<file path="src/rtl/freqgen_pkg.sv">
// Shared types and helpers for the rational-ratio frequency generator.
// FREQGEN_SYNC_UPDATE_EN (see freqgen_core) selects whether ST_ARMED is used.
package freqgen_pkg;

    localparam int unsigned FREQGEN_DEF_WIDTH = 8;

    typedef enum logic [1:0] {
        ST_STOP  = 2'd0,
        ST_RUN   = 2'd1,
        ST_ARMED = 2'd2
    } freqgen_state_e;

    // A usable ratio produces at most one output edge per clock: 0 < M <= D.
    function automatic logic ratio_valid(input int unsigned m, input int unsigned d);
        return (m != 0) && (d != 0) && (m <= d);
    endfunction

endpackage

</file>
<file path="src/rtl/freqgen_if.sv">
// Command/status bundle between the command decoder and the frequency generator.
interface freqgen_if
    import freqgen_pkg::*;
#(
    parameter int unsigned WIDTH = FREQGEN_DEF_WIDTH
);
    logic [WIDTH-1:0] multiplier;
    logic [WIDTH-1:0] divider;
    logic             change;
    logic             enable;
    logic             freq_out;
    logic             tick;
    logic             active;
    logic             cfg_err;
    logic             update_ack;

    modport master (
        output multiplier, divider, change, enable,
        input  freq_out, tick, active, cfg_err, update_ack
    );

    modport slave (
        input  multiplier, divider, change, enable,
        output freq_out, tick, active, cfg_err, update_ack
    );
endinterface

</file>
<file path="src/rtl/freqgen_accum.sv">
// Bresenham phase accumulator: adds M each running cycle, wraps at D and flags the wrap.
module freqgen_accum #(
    parameter int unsigned WIDTH = 8,
    parameter int unsigned ACC_W = WIDTH + 1
) (
    input  logic             clk,
    input  logic             reset_n,
    input  logic             i_run,
    input  logic             i_clr,
    input  logic [WIDTH-1:0] i_m,
    input  logic [WIDTH-1:0] i_d,
    output logic             o_ovf_c,
    output logic             o_tick
);
    logic [ACC_W-1:0] r_acc;
    logic             r_tick;
    logic [ACC_W-1:0] w_sum;
    logic [ACC_W-1:0] w_next;
    logic             w_ovf;

    // acc < D and M <= D keep the sum below 2*D, so one subtraction suffices.
    assign w_sum   = r_acc + ACC_W'(i_m);
    assign w_ovf   = i_run && (w_sum >= ACC_W'(i_d));
    assign w_next  = w_ovf ? (w_sum - ACC_W'(i_d)) : w_sum;
    assign o_ovf_c = w_ovf;
    assign o_tick  = r_tick;

    always_ff @(posedge clk) begin
        if (!reset_n) begin
            r_acc  <= '0;
            r_tick <= 1'b0;
        end else begin
            r_tick <= w_ovf;
            if (i_clr) begin
                r_acc <= '0;
            end else if (i_run) begin
                r_acc <= w_next;
            end
        end
    end

endmodule

</file>
<file path="src/rtl/freqgen_core.sv">
// Rational-ratio square-wave generator: freq_out = f_clk*M/(2*D), tick = f_clk*M/D.
// Define FREQGEN_SYNC_UPDATE_EN to defer ratio changes to the next freq_out rising edge.
module freqgen_core
    import freqgen_pkg::*;
#(
    parameter int unsigned WIDTH = FREQGEN_DEF_WIDTH,
    parameter int unsigned ACC_W = WIDTH + 1
) (
    input  logic      clk,
    input  logic      reset_n,
    freqgen_if.slave  bus
);
    freqgen_state_e   r_state;
    logic [WIDTH-1:0] r_cur_m;
    logic [WIDTH-1:0] r_cur_d;
    logic             r_freq_out;
    logic             r_active;
    logic             r_cfg_err;
    logic             r_update_ack;

    logic             w_cmd_valid;
    logic             w_cur_valid;
    logic             w_running;
    logic             w_acc_run;
    logic             w_acc_clr;
    logic             w_ovf;
    logic             w_tick;

    assign w_cmd_valid = bus.change && ratio_valid(32'(bus.multiplier), 32'(bus.divider));
    assign w_cur_valid = ratio_valid(32'(r_cur_m), 32'(r_cur_d));
    assign w_running   = bus.enable && (r_state != ST_STOP);

`ifdef FREQGEN_SYNC_UPDATE_EN
    logic [WIDTH-1:0] r_pend_m;
    logic [WIDTH-1:0] r_pend_d;
    logic             r_pend_flag;
    logic             w_apply;

    // Swap ratios only on a wrap that raises freq_out, so the high phase starts clean.
    assign w_apply   = w_running && (r_state == ST_ARMED) && r_pend_flag && w_ovf && !r_freq_out;
    assign w_acc_run = w_running;
    assign w_acc_clr = !w_running || w_apply;
`else
    logic w_reload;

    assign w_reload  = w_running && w_cmd_valid;
    assign w_acc_run = w_running && !w_reload;
    assign w_acc_clr = !w_running || w_reload;
`endif

    freqgen_accum #(
        .WIDTH (WIDTH),
        .ACC_W (ACC_W)
    ) u_accum (
        .clk     (clk),
        .reset_n (reset_n),
        .i_run   (w_acc_run),
        .i_clr   (w_acc_clr),
        .i_m     (r_cur_m),
        .i_d     (r_cur_d),
        .o_ovf_c (w_ovf),
        .o_tick  (w_tick)
    );

    always_ff @(posedge clk) begin
        if (!reset_n) begin
            r_state      <= ST_STOP;
            r_cur_m      <= '0;
            r_cur_d      <= '0;
            r_freq_out   <= 1'b0;
            r_active     <= 1'b0;
            r_cfg_err    <= 1'b0;
            r_update_ack <= 1'b0;
`ifdef FREQGEN_SYNC_UPDATE_EN
            r_pend_m     <= '0;
            r_pend_d     <= '0;
            r_pend_flag  <= 1'b0;
`endif
        end else begin
            r_update_ack <= 1'b0;
            if (bus.change) begin
                r_cfg_err <= !w_cmd_valid;
            end

            if (!bus.enable || r_state == ST_STOP) begin
                // Stopped (or being stopped): ratio loads directly, output held low.
                r_freq_out <= 1'b0;
`ifdef FREQGEN_SYNC_UPDATE_EN
                r_pend_flag <= 1'b0;
`endif
                if (w_cmd_valid) begin
                    r_cur_m      <= bus.multiplier;
                    r_cur_d      <= bus.divider;
                    r_update_ack <= 1'b1;
                end
                if (bus.enable && w_cur_valid) begin
                    r_state  <= ST_RUN;
                    r_active <= 1'b1;
                end else begin
                    r_state  <= ST_STOP;
                    r_active <= 1'b0;
                end
            end else begin
                r_freq_out <= r_freq_out ^ w_ovf;
`ifdef FREQGEN_SYNC_UPDATE_EN
                if (w_apply) begin
                    r_cur_m      <= r_pend_m;
                    r_cur_d      <= r_pend_d;
                    r_pend_flag  <= 1'b0;
                    r_update_ack <= 1'b1;
                    r_state      <= ST_RUN;
                end
                // A change coinciding with an apply re-arms with the newer ratio.
                if (w_cmd_valid) begin
                    r_pend_m    <= bus.multiplier;
                    r_pend_d    <= bus.divider;
                    r_pend_flag <= 1'b1;
                    r_state     <= ST_ARMED;
                end
`else
                if (w_cmd_valid) begin
                    r_cur_m      <= bus.multiplier;
                    r_cur_d      <= bus.divider;
                    r_freq_out   <= 1'b0;
                    r_update_ack <= 1'b1;
                end
`endif
            end
        end
    end

    assign bus.freq_out   = r_freq_out;
    assign bus.tick       = w_tick;
    assign bus.active     = r_active;
    assign bus.cfg_err    = r_cfg_err;
    assign bus.update_ack = r_update_ack;

endmodule
</file>
<file path="src/flat_wrapper.sv">
// flat-port wrapper written by rule: the top's interface ports become plain ports
module freqgen_core_flat import freqgen_pkg::*;
#(
    parameter int unsigned WIDTH = FREQGEN_DEF_WIDTH,
    parameter int unsigned ACC_W = WIDTH + 1
)
  (clk, reset_n, bus_multiplier, bus_divider, bus_change, bus_enable, bus_freq_out, bus_tick, bus_active, bus_cfg_err, bus_update_ack);
  freqgen_if #(.WIDTH(WIDTH)) bus_i ();
  input  logic clk;
  input  logic reset_n;
  input wire logic [$bits(bus_i.multiplier)-1:0] bus_multiplier;
  input wire logic [$bits(bus_i.divider)-1:0] bus_divider;
  input wire logic [$bits(bus_i.change)-1:0] bus_change;
  input wire logic [$bits(bus_i.enable)-1:0] bus_enable;
  output wire logic [$bits(bus_i.freq_out)-1:0] bus_freq_out;
  output wire logic [$bits(bus_i.tick)-1:0] bus_tick;
  output wire logic [$bits(bus_i.active)-1:0] bus_active;
  output wire logic [$bits(bus_i.cfg_err)-1:0] bus_cfg_err;
  output wire logic [$bits(bus_i.update_ack)-1:0] bus_update_ack;
  assign bus_i.multiplier = bus_multiplier;
  assign bus_i.divider = bus_divider;
  assign bus_i.change = bus_change;
  assign bus_i.enable = bus_enable;
  assign bus_freq_out = bus_i.freq_out;
  assign bus_tick = bus_i.tick;
  assign bus_active = bus_i.active;
  assign bus_cfg_err = bus_i.cfg_err;
  assign bus_update_ack = bus_i.update_ack;
  freqgen_core #(.WIDTH(WIDTH), .ACC_W(ACC_W)) u_core (.clk(clk), .reset_n(reset_n), .bus(bus_i));
endmodule
</file>
<file path="config.mk">
export PLATFORM = sky130hd
export DESIGN_NAME = freqgen_core_flat
export DESIGN_NICKNAME = d
export VERILOG_FILES = /design/src/rtl/freqgen_pkg.sv /design/src/rtl/freqgen_if.sv /design/src/rtl/freqgen_accum.sv /design/src/rtl/freqgen_core.sv /design/src/flat_wrapper.sv
export SDC_FILE = /design/constraint.sdc
export NUM_CORES = 1
export LEC_CHECK = 0
export CORE_AREA = 4 4 92 59
export CTS_CLUSTER_SIZE = 16
export DETAILED_ROUTE_END_ITERATION = 10
export DIE_AREA = 0 0 96 63
export GPL_ROUTABILITY_DRIVEN = 0
export PLACE_DENSITY = 0.76
export RECOVER_POWER = 25
export SLEW_MARGIN = 20
export SYNTH_ARGS = -nofsm -noshare
export SYNTH_HDL_FRONTEND = slang
export SYNTH_HIERARCHICAL = 1
export SYNTH_SLANG_ARGS = --single-unit
</file>
<file path="constraint.sdc">
create_clock -name clk -period 4.53 [get_ports clk]
set_input_delay 0.453 -clock clk [delete_from_list [all_inputs] [get_ports clk]]
set_output_delay 0.453 -clock clk [all_outputs]
set_load 0.05 [all_outputs]
</file>
* Word-level counts from Yosys, hierarchy flattened *
Cells that the tools add are included.

cells by class
  bitwise gates (word level) = 2
  multiplexer cells = 4
  order comparisons = 3
  reductions and logical operators = 24
  $add $sub $neg = 2

operator list
  cell               count
  $reduce_bool 8->1  4
  $le 8x8->1         2
  $logic_and 1x1->1  10
  $add 9x8->9        1
  $ge 9x8->1         1
  $mux 9             1
  $sub 9x8->9        1
  $logic_not 1->1    4
  $mux 1             3
  $reduce_or 3->1    1
  $logic_not 2->1    1
  $logic_or 1x1->1   2
  $reduce_bool 2->1  1
  $reduce_or 2->1    1
  $not 1->1          1
  $xor 1x1->1        1

storage, ports and cells
  input port bits = 20
  bits in registers = 32
  logic and storage cells = 44
  output and inout bits = 5

* Longest topological paths before layout *
  depth after elaboration = 9
  mapped depth = 14
  depth with buffers taken out = 14

* By module *
Netlist, hierarchy kept.

by module, submodules not included
  module         cells an instance  sequential area each (µm²)  times used  area each (µm²)
  freqgen_core   154                400.4                       1           1262.5
  freqgen_accum  147                200.2                       1           1199.9

* Worst setup path before layout *
No wires, ideal clock.

  path kind = reg2reg
  start = register u_core.r_cur_m[0]
  end = register u_core.r_freq_out, in the netlist u_core/bus.freq_out
  required time = 4.434 ns
  path slack = 1.239 ns
  setup time = 0.096 ns
  arrival = 3.195 ns
  buffers on the path = 0
  clock period less this slack = 3.291 ns
  cell stages (with the launch flop) = 14
  cell sequence = dfxtp_1 ha_1 fa_1 a211oi_2 o21bai_1 a21oi_1 xnor2_1 ha_1 a2111o_1 o211ai_2 and4_1 nor2_1 xnor2_1 nor4b_1

between the ends
  word-level cells in the longest chain between the ends = 4

RTL lines
  what                    line                 RTL
  from (decl)             freqgen_core.sv:14   logic [WIDTH-1:0] r_cur_m;
  from (signal assigned)  freqgen_core.sv:92   r_cur_m <= bus.multiplier;
  from (signal assigned)  freqgen_core.sv:122  r_cur_m <= bus.multiplier;
  $add 9x8->9             freqgen_accum.sv:22  assign w_sum = r_acc + ACC_W'(i_m);
  $ge 9x8->1              freqgen_accum.sv:23  assign w_ovf = i_run && (w_sum >= ACC_W'(i_d));
  $logic_and 1x1->1       freqgen_accum.sv:23
  named net u_core.w_ovf  freqgen_core.sv:26   logic w_ovf;
  $xor 1x1->1             freqgen_core.sv:104  r_freq_out <= r_freq_out ^ w_ovf;
  to (signal assigned)    freqgen_core.sv:104
  to (decl)               freqgen_core.sv:16   logic r_freq_out;

The timed path passes the listed nets, and every way through them passes these cells.
A chain may end at the register's enable or synchronous reset.

* Worst setup path in the final report *
Same ends and word-level chain as after synthesis.

==> impl_metrics.yaml <==
sta:
  rsz0062_at_grt: "no"
  finalHoldViolations: 0
  skew_ns: 0.00698
  worstMarginPinSlew_ns: 0.829
  fin_ws_ns: 0.810
  slew-limit-headroom_pct: 43.3
  finalSetupViolations: 0
  drv_slew: 0
  fin_crit_ns: 3.72
  fmax_ghz: 0.269
  fin_crit_sh_pct: 82.1
  setup_tns_ns: 0
drt:
  route.detailed.drc: 0
  final_antenna_net_count: 0
  viasPerCell: 5.68
  first_iter_violations: 134
  routed_wl_mm: 6.24
  wl_per_cell_um: 16.0
  vias: 2220
  first_pass_iters: 5
logic_synthesis:
  synthCells: 301
  ys_warn_count: 6
  ys_seq_area_share_pct: 24.4
  ys_types: 50
  ys.flop_type: "dfxtp_1"
  async_reset_ff_share_pct: 0
  synth_area_mm2: 0.00246
  synth_area_per_cell_um2: 8.18
  synth_edf_count: 0
  synth_nets: 355
  yosys_register_bits: 30
floorplan:
  initial_core_util_pct: 54.2
  die_area_mm2: 0.00605
  io_pins: 25
  core-area_mm2: 0.00454
  die_w_um: 96
  dieHeight_um: 63
  num_rows: 19
layout:
  fill_cells: 407
  drive_gt1_share_pct: 5.49
  nNetsFinal: 381
  area_delta_synth_final_pct: 17.0
  diodes: 0
run_status:
  run_status: "completed"
clock_tree:
  numClockSinks: 30
  clockRootBuffer: "clkbuf_8"
  clockBufferDepth: 2
  htreeDepth: 2
  postCtsSetupRepairBufs: 0
  clkLatencyLatePin_ns: 0.28
  cts-resized-gates: 0
  cts_made_buffers: 5
  cts_hold_buf: 0
  cts_tree: "built"
  clk_pin_slew_worst_paths_ns: 0.07
grt:
  grt_pass1_wl_mm: 10.5
  overflow: 0
  grt_usage_pct: 22.1
  grt_pass1_vias: 2111
  antenna_found_initial: 0
  grt_max_degree: 39
min_path:
  hp-class: "reg2reg"
power:
  ir_worst_vdd_mv: 0.210
  power.leakage_nw: 1.27
  total_power_uw: 875
  power_density_mw_per_mm2: 304
place:
  port_buffers: 24
  pre_cts_ws_ns: 0.778
  hpwl_mm: 5.03
worst_setup_path:
  end_kind: "register"
  cp-start-kind: "register"
  worstPathMaxFanout: 7
  path_class: "reg2reg"
  cp_data_arrival_time_ns: 3.92
  cp.required_ns: 4.73
flow_run:
  maxCapViolCount: 0
power breakdown:
part | internal (mW) | total (mW) | leakage, nW | switching (mW)
combinational | 0.131 | 0.310 | 0.975 | 0.179
sequential | 0.277 | 0.293 | 0.244 | 0.0158
clock | 0.163 | 0.273 | 0.0504 | 0.109
total | 0.572 | 0.875 | 1.27 | 0.304
registers in the layout, indices dropped and copies added, names as in the netlist:
name,flops
u_core/bus.active,1
u_core/bus.cfg_err,1
u_core/bus.freq_out,1
u_core/bus.update_ack,1
u_core/r_cur_d,8
u_core/r_cur_m,8
u_core/u_accum/o_tick,1
u_core/u_accum/r_acc,9
synth_stat cells (all sizes together), types with 2 or more instances:
cell / instances / area share (%)
o21bai: 2 / 0.61
buf: 2 / 0.91
nand4: 6 / 1.8
nor2: 12 / 1.8
dfxtp: 30 / 24
clkbuf: 6 / 0.91
a31oi: 2 / 0.51
ha: 32 / 16
fa: 2 / 1.6
o211ai: 4 / 1.4
o21a: 6 / 1.8
xnor2: 9 / 3.2
and3: 3 / 0.76
a2111oi: 2 / 0.71
a21oi: 15 / 3.0
nor3: 2 / 0.41
inv: 29 / 4.4
and4: 2 / 0.71
nor4: 10 / 2.8
nand3: 3 / 0.61
or2: 2 / 0.51
a21o: 9 / 2.7
mux2i: 19 / 7.7
nand2: 48 / 7.3
nand2b: 2 / 0.51
o21ai: 16 / 3.4
a211oi: 7 / 2.7
nor2b: 4 / 1.0
per-layer routing:
layer,wire length (µm),track usage (%),part of all wire (%)
met4,39,2.48,0.63
met5,0,0,0
met2,2480,30.3,40
met3,298,5.05,4.8
met1,3420,35.3,55
cells by family after synthesis:
family	synth area share, %
and+or+nand+nor	19.8
AOI/OAI and AO/OA	20.4
buffers and inverters	6.25
adders and majority gates	17.9
DFF	24.4
muxes	7.72
xor gates and xnor gates	3.56
critical path: stages, from the launching register on:
cell and delay, ns:
dfxtp_1 0.35, ha_1 0.26, fa_1 0.46, a211oi_2 0.29
o21bai_1 0.13, a21oi_1 0.18, xnor2_1 0.16, ha_1 0.33
a2111o_1 0.41, o211ai_2 0.21, and4_1 0.37, nor2_1 0.09
xnor2_1 0.13, nor4b_1 0.25
metrics by stage:
step	hold WS [ns]	std cells	util (%)	instance area [µm²]
CTS	0.485	391	63.4	2880
detailed placement	0.473	383	60.9	2770
finish	0.486	391	63.4	2880
global route	0.525	391	63.4	2880
global placement	0.477	383	60.9	2770
floorplan	0.448	301	-	2460
worst paths after layout:
kind / to / from / cells past startpoint / slack (ns)
max: u_core/bus.freq_out$_SDFF_PP0_ / u_core/r_cur_m[0]$_SDFFE_PN0P_ / 13 / 0.81
min: u_core/u_accum/r_acc[8]$_SDFFE_PP0P_ / u_core/u_accum/r_acc[8]$_SDFFE_PP0P_ / 2 / 0.49
max reg2reg: u_core/bus.freq_out$_SDFF_PP0_ / u_core/r_cur_m[0]$_SDFFE_PN0P_ / 13 / 0.81
min reg2reg: u_core/u_accum/r_acc[8]$_SDFFE_PP0P_ / u_core/u_accum/r_acc[8]$_SDFFE_PP0P_ / 2 / 0.49
layout make-up:
| cell class | instances | area, µm² | share of cell area [%] |
|---|---|---|---|
| Clock buffer | 5 | 68.8 | 2.39 |
| Clock inverter | 3 | 45.0 | 1.56 |
| Inverter | 29 | 109 | 3.78 |
| Multi-Input combinational cell | 234 | 1720 | 59.6 |
| Sequential cell | 30 | 601 | 20.9 |
| Tap cell | 63 | 78.8 | 2.74 |
| Timing Repair Buffer | 27 | 263 | 9.12 |
cells in the final DEF, fill, tap and decap left out, drive strengths merged, types with 2 or more instances in the layout:
cell type	n
nor2	12
o21bai	2
buf	3
nor4	10
o21ai	16
nor2b	4
clkinvlp	2
clkbuf	5
mux2i	19
ha	32
nand2b	2
a211oi	7
nor3	2
nand2	48
clkdlybuf4s50	18
o21a	6
fa	2
a21oi	15
or2	2
a31oi	2
nand3	3
and4	2
dlygate4sd3	6
dfxtp	30
xnor2	9
o211ai	4
and3	3
a21o	9
a2111oi	2
inv	29
nand4	6
Note: power is estimated with default switching activity, not from simulation.
